==> config.mk <==
export PLATFORM = sky130hd
export DESIGN_NAME = srl_delay_line
export DESIGN_NICKNAME = d
export VERILOG_FILES = /design/src/rtl/srl_delay_pkg.sv /design/src/rtl/srl_delay_lane.sv /design/src/rtl/srl_delay_line.sv
export SDC_FILE = /design/constraint.sdc
export NUM_CORES = 1
export LEC_CHECK = 0
export ABC_AREA = 1
export CORE_MARGIN = 2
export CORE_UTILIZATION = 35
export DETAILED_ROUTE_END_ITERATION = 16
export PLACE_DENSITY = 0.57
export SYNTH_ARGS = -nofsm -noshare
export SYNTH_HDL_FRONTEND = slang
export SYNTH_HIERARCHICAL = 1
export SYNTH_SLANG_ARGS = --single-unit
==> constraint.sdc <==
create_clock -name CLK -period 1.5 [get_ports CLK]
set_input_delay 0.3 -clock CLK [delete_from_list [all_inputs] [get_ports CLK]]
set_output_delay 0.3 -clock CLK [all_outputs]
set_load 0.03 [all_outputs]
==> src/rtl/srl_delay_pkg.sv <==
// srl_delay_pkg
//   Shared limits and the elaboration-time parameter check used by the
//   srl_delay_line delay-line slice.
package srl_delay_pkg;

    localparam int DEPTH_MIN = 2;
    localparam int DEPTH_MAX = 1024;
    localparam int WIDTH_MIN = 1;
    localparam int WIDTH_MAX = 64;

    // True when WIDTH is in range and DEPTH is an in-range power of two.
    function automatic bit srl_delay_params_ok(input int width, input int depth);
        bit width_ok;
        bit depth_ok;
        width_ok = (width >= WIDTH_MIN) && (width <= WIDTH_MAX);
        depth_ok = (depth >= DEPTH_MIN) && (depth <= DEPTH_MAX) &&
                   ((depth & (depth - 1)) == 0);
        return width_ok && depth_ok;
    endfunction

endpackage

==> src/rtl/srl_delay_lane.sv <==
// srl_delay_lane
//   One-bit, DEPTH-deep shift register with a variable read tap.
//   Written without reset so synthesis maps it onto SRL primitives.
// Ports:
//   CLK    - clock, shifts on rising edge
//   CE     - shift enable
//   D      - bit shifted into stage 0
//   A      - tap select, 0 = newest stage
//   Q      - bit at stage A
//   Q_LAST - bit at stage DEPTH-1
module srl_delay_lane
    import srl_delay_pkg::*;
#(
    parameter int   DEPTH    = 32,
    parameter int   AW       = $clog2(DEPTH),
    parameter logic INIT_BIT = 1'b0
) (
    input  logic          CLK,
    input  logic          CE,
    input  logic          D,
    input  logic [AW-1:0] A,
    output logic          Q,
    output logic          Q_LAST
);

    // Power-up value only; no reset touches the storage.
    logic [DEPTH-1:0] sr = {DEPTH{INIT_BIT}};

    always_ff @(posedge CLK) begin
        if (CE) begin
            sr <= {sr[DEPTH-2:0], D};
        end
    end

    assign Q      = sr[A];
    assign Q_LAST = sr[DEPTH-1];

endmodule

==> src/rtl/srl_delay_line.sv <==
// srl_delay_line
//   WIDTH-lane, DEPTH-stage variable-tap delay line with a saturating fill
//   counter that qualifies the tap output.
// Ports:
//   CLK     - clock
//   RST_N   - synchronous active-low reset (fill counter / output regs only)
//   CE      - shift enable
//   FLUSH   - clear fill counter, stage data retained
//   D       - input sample
//   A       - tap select, 0 = newest, DEPTH-1 = oldest
//   Q       - sample at tap A
//   Q_VALID - tap A holds a sample written since last reset/flush
//   Q_LAST  - sample at stage DEPTH-1
//   FULL    - fill counter equals DEPTH
// Configuration:
//   SRL_DELAY_OREG_EN - when defined, Q/Q_VALID/Q_LAST/FULL are registered
//                       once (free-running, cleared by RST_N).
module srl_delay_line
    import srl_delay_pkg::*;
#(
    parameter int               WIDTH = 16,
    parameter int               DEPTH = 32,
    parameter int               AW    = $clog2(DEPTH),
    parameter logic [WIDTH-1:0] INIT  = '0
) (
    input  logic             CLK,
    input  logic             RST_N,
    input  logic             CE,
    input  logic             FLUSH,
    input  logic [WIDTH-1:0] D,
    input  logic [AW-1:0]    A,
    output logic [WIDTH-1:0] Q,
    output logic             Q_VALID,
    output logic [WIDTH-1:0] Q_LAST,
    output logic             FULL
);

    localparam int          CW      = AW + 1;
    localparam logic [CW-1:0] CNT_MAX = CW'(DEPTH);
    localparam logic [CW-1:0] CNT_ONE = CW'(1);

    if (!srl_delay_params_ok(WIDTH, DEPTH)) begin : g_bad_params
        $error("srl_delay_line: WIDTH must be 1..64 and DEPTH a power of two in 2..1024");
    end
    if (AW != $clog2(DEPTH)) begin : g_bad_aw
        $error("srl_delay_line: AW is derived from DEPTH and must not be overridden");
    end

    logic [WIDTH-1:0] tap_q;
    logic [WIDTH-1:0] tap_last;
    logic             tap_valid;
    logic             tap_full;
    logic [CW-1:0]    cnt;

    for (genvar i = 0; i < WIDTH; i++) begin : g_lane
        srl_delay_lane #(
            .DEPTH    (DEPTH),
            .AW       (AW),
            .INIT_BIT (INIT[i])
        ) u_lane (
            .CLK    (CLK),
            .CE     (CE),
            .D      (D[i]),
            .A      (A),
            .Q      (tap_q[i]),
            .Q_LAST (tap_last[i])
        );
    end

    // Reset beats flush, flush beats saturation; a flush with CE counts
    // the sample written on that same edge.
    always_ff @(posedge CLK) begin
        if (!RST_N) begin
            cnt <= '0;
        end else if (FLUSH) begin
            cnt <= CE ? CNT_ONE : '0;
        end else if (CE && (cnt != CNT_MAX)) begin
            cnt <= cnt + CNT_ONE;
        end
    end

    always_comb begin
        tap_valid = (cnt > {1'b0, A});
        tap_full  = (cnt == CNT_MAX);
    end

`ifdef SRL_DELAY_OREG_EN
    always_ff @(posedge CLK) begin
        if (!RST_N) begin
            Q       <= '0;
            Q_VALID <= 1'b0;
            Q_LAST  <= '0;
            FULL    <= 1'b0;
        end else begin
            Q       <= tap_q;
            Q_VALID <= tap_valid;
            Q_LAST  <= tap_last;
            FULL    <= tap_full;
        end
    end
`else
    always_comb begin
        Q       = tap_q;
        Q_VALID = tap_valid;
        Q_LAST  = tap_last;
        FULL    = tap_full;
    end
`endif

endmodule

==> results.ini <==
[outcome]
outcome = finished, violations left
violations = setup timing

[clock_network]
clkTransAtPathRegs_ns = 0.06
cts_root_buf = clkbuf_16
clock_sinks = 518
cts_buffers = 55
cts_tree = done
clk_path_buf_depth = 3
clk_latency_ns = 0.61
htreeDepth = 2

[timing]
fmax_ghz = 0.474
finalClockSkew_ns = 0.0248
worst_pin_slew_ns = 0.419
slew_violations = 0
setup_slack_ns = -0.609
maxSlewHeadroom_pct = 72.1
setup_viol = 29
rsz0062_at_grt = yes
hold_viol = 0
finalCriticalPeriod_ns = 2.11
finalCritPeriodShare_pct = 141

[synthesis]
syn_area_per_cell_um2 = 11.9
ys_seq_elements = 518
synth_nets = 1868
syn_inst = 1836
netlist_area_um2 = 21900
ys_types = 19
ys_warn_count = 6
synth-seq-area-share_pct = 70.9

[pwr]
switchingPower_mw = 7.63
powerDensity_nw_per_um2 = 1230
power_frac_clock_pct = 38.4
p_leak_nw = 10.7
ir_worst_vdd_v = 0.000839
netSwitchingFraction_pct = 23.1
intPower_mw = 25.4
p_comb_share_pct = 9.3
p_seq_share_pct = 52.3

[finish]
syn2layout_area_growth_pct = 22.9
fin_nets = 2146
fill_cells = 5747
drive_gt1_share_pct = 24.3
final_util_pct = 43.5
antennaDiodeCount = 0

[floorplan]
die_w_um = 254
initial_utilization_pct = 35.4
die_y_um = 254
core_um2 = 61700
row_count = 91
pin_count = 59
die_area_um2 = 64500

[worst_hold_path]
hold_path_depth = 3
whs_endpoint = cnt[0]
hold_class = primary input to flop
worstHoldStart = RST_N

[setup_path]
critical_path_class = flop to output port
cpPeakStageDelay_ns = 0.34
cp-start-kind = flop
r2r_start = cnt[1]
cp.arrival_ns = 1.81
crit_path_end_kind = output port
worstPathCellList = ha_4 -> nand4_1 -> nor2_1 -> nor2_1 -> a21oi_2 -> buf_6
rrSetupSlack_ns = 0.07
cp_max_fo = 2
crit_required_ns = 1.20
worstReg2RegEnd = cnt[3]
cp_slowest_cell = dfxtp_2
cp_common_cell = nor2_1
reg2reg_depth = 12

[drt]
routed_via_density = 4.70
drt-pass1-iter-count = 5
vias = 14000
drtIter0Drc = 1009
wl_um = 45000
wl_per_cell_um = 15.1
drc_errors = 0
final_antenna_net_count = 0

[placed_design]
port_buffers = 58
routabilityCongestion = 0.788
place_ws_ns = -0.474
hpwl_um = 27200

[grt]
top_usage_layer = met2
globalRouteMet3Util_pct = 2.42
grtUsageMet2_pct = 21.4
grt_max_degree = 80
grt_pass1_vias = 13600
antenna_found_initial = 0
globalRouteMet1Util_pct = 19.9
track_usage_pct = 13.8
grt_pass1_wl_um = 72200
grt-ovfl-total = 0

[run]
cap_violations = 0

## worst max-delay path, delay by kind of cell, from the launching register on
| kind | cells | cell delay [ns] |
|---|---|---|
| AO/OA/AOI/OAI | 1 | 0.16 |
| adder cells (fa/ha/maj) | 1 | 0.25 |
| buffers and inverters | 1 | 0.15 |
| flip-flops | 1 | 0.34 |
| AND/OR/NAND/NOR | 3 | 0.31 |
## worst max path at each step
| stage | from | to | slack (ns) | depth (start not counted) |
|---|---|---|---|---|
| after global placement | A[0] | Q[5] | -0.47 | 12 |
| final | cnt[2] | Q_VALID | -0.61 | 6 |
| after detailed placement | A[0] | Q[7] | -0.47 | 12 |
| after CTS | g_lane[15].u_lane/sr[0] | Q[15] | -0.67 | 9 |
| after global routing | g_lane[15].u_lane/sr[0] | Q[15] | -0.74 | 9 |
| after floorplan | A[3] | Q_VALID | 0.03 | 6 |
## per-stage QoR
| step | instance area [µm²] | hold WS, ns | total power [mW] | setup TNS (ns) | instances |
|---|---|---|---|---|---|
| 4_1_cts | 26400 | 0.189 | 33.4 | -11.34 | 2942 |
| 5_1_grt | 26900 | 0.224 | 34.5 | -13.14 | 2985 |
| 3_5_place_dp | 24000 | 0.432 | 20.3 | -6.90 | 2779 |
| 3_3_place_gp | 24000 | 0.428 | 20.3 | -6.84 | 2779 |
| 2_1_floorplan | 21900 | 0.399 | 19.0 | 0 | 1836 |
| 6_report | 26900 | 0.236 | 33.1 | -9.74 | 2985 |
## routing by layer
metal	vias to the layer above	part of all wire [%]
li1	6916	-
met1	6803	49
met5	-	0
met4	0	1.7
met2	246	46
met3	53	3.9
## cells in the mapped netlist (all sizes together)
cell type  count  area, µm²
a21oi          7       35.0
buf           64        761
dfxtp          6        120
edfxtp       512      15400
ha             7       87.6
inv           97        444
nand2        736       3010
nand3        390       1960
nand4          2       12.5
nor2          12       45.0
o21ai          2       10.0
or2            1       6.26
## cells by family after synthesis
family                     after synthesis  synth area share, %
AOI/OAI and AO/OA                        9                0.206
buffers and inverters                  161                 5.51
DFF                                    518                 70.9
and+or+nand+nor                       1141                 23.0
adders and majority gates                7                0.401
## what timing repair did
item	CTS	global route
setup endpoints to repair	34	34
hold buffers	1	0
setup buffers	77	55
pin swaps	178	97
resized for setup	132	37
hold endpoints to repair	3	0
## registers in the layout (all words and copies together), names as in the netlist
name              count
cnt                   6
g_lane.u_lane/sr    512
## power groups by stage
stage | registers (mW) | clock network [mW] | logic (mW)
2_1_floorplan | 17.5 | 0 | 1.55
3_3_place_gp | 17.6 | 0 | 2.72
3_5_place_dp | 17.6 | 0 | 2.75
4_1_cts | 17.3 | 13.1 | 3.00
5_1_grt | 17.4 | 13.7 | 3.41
6_report | 17.3 | 12.7 | 3.08
## final cells by class
class                   count  area, µm²  area share (%)
clock buffers              68       1450            5.38
clock inverters            23        195           0.726
flip-flops and latches    518      15500            57.7
inverters                  97        447            1.66
multi-input cells        1157       5410            20.1
repair buffers            285       2830            10.5
well taps                 837       1050            3.90
## cell usage in the layout (no fill, tap or decap), drive strengths merged
cell,n
a21oi,7
buf,266
bufinv,3
clkbuf,68
clkdlybuf4s50,18
clkinv,18
dfxtp,6
dlygate4sd3,1
edfxtp,512
ha,7
inv,99
nand2,736
nand3,390
nand4,2
nor2,12
o21ai,2
or2,1
Note: power is estimated with default switching activity, not from simulation.
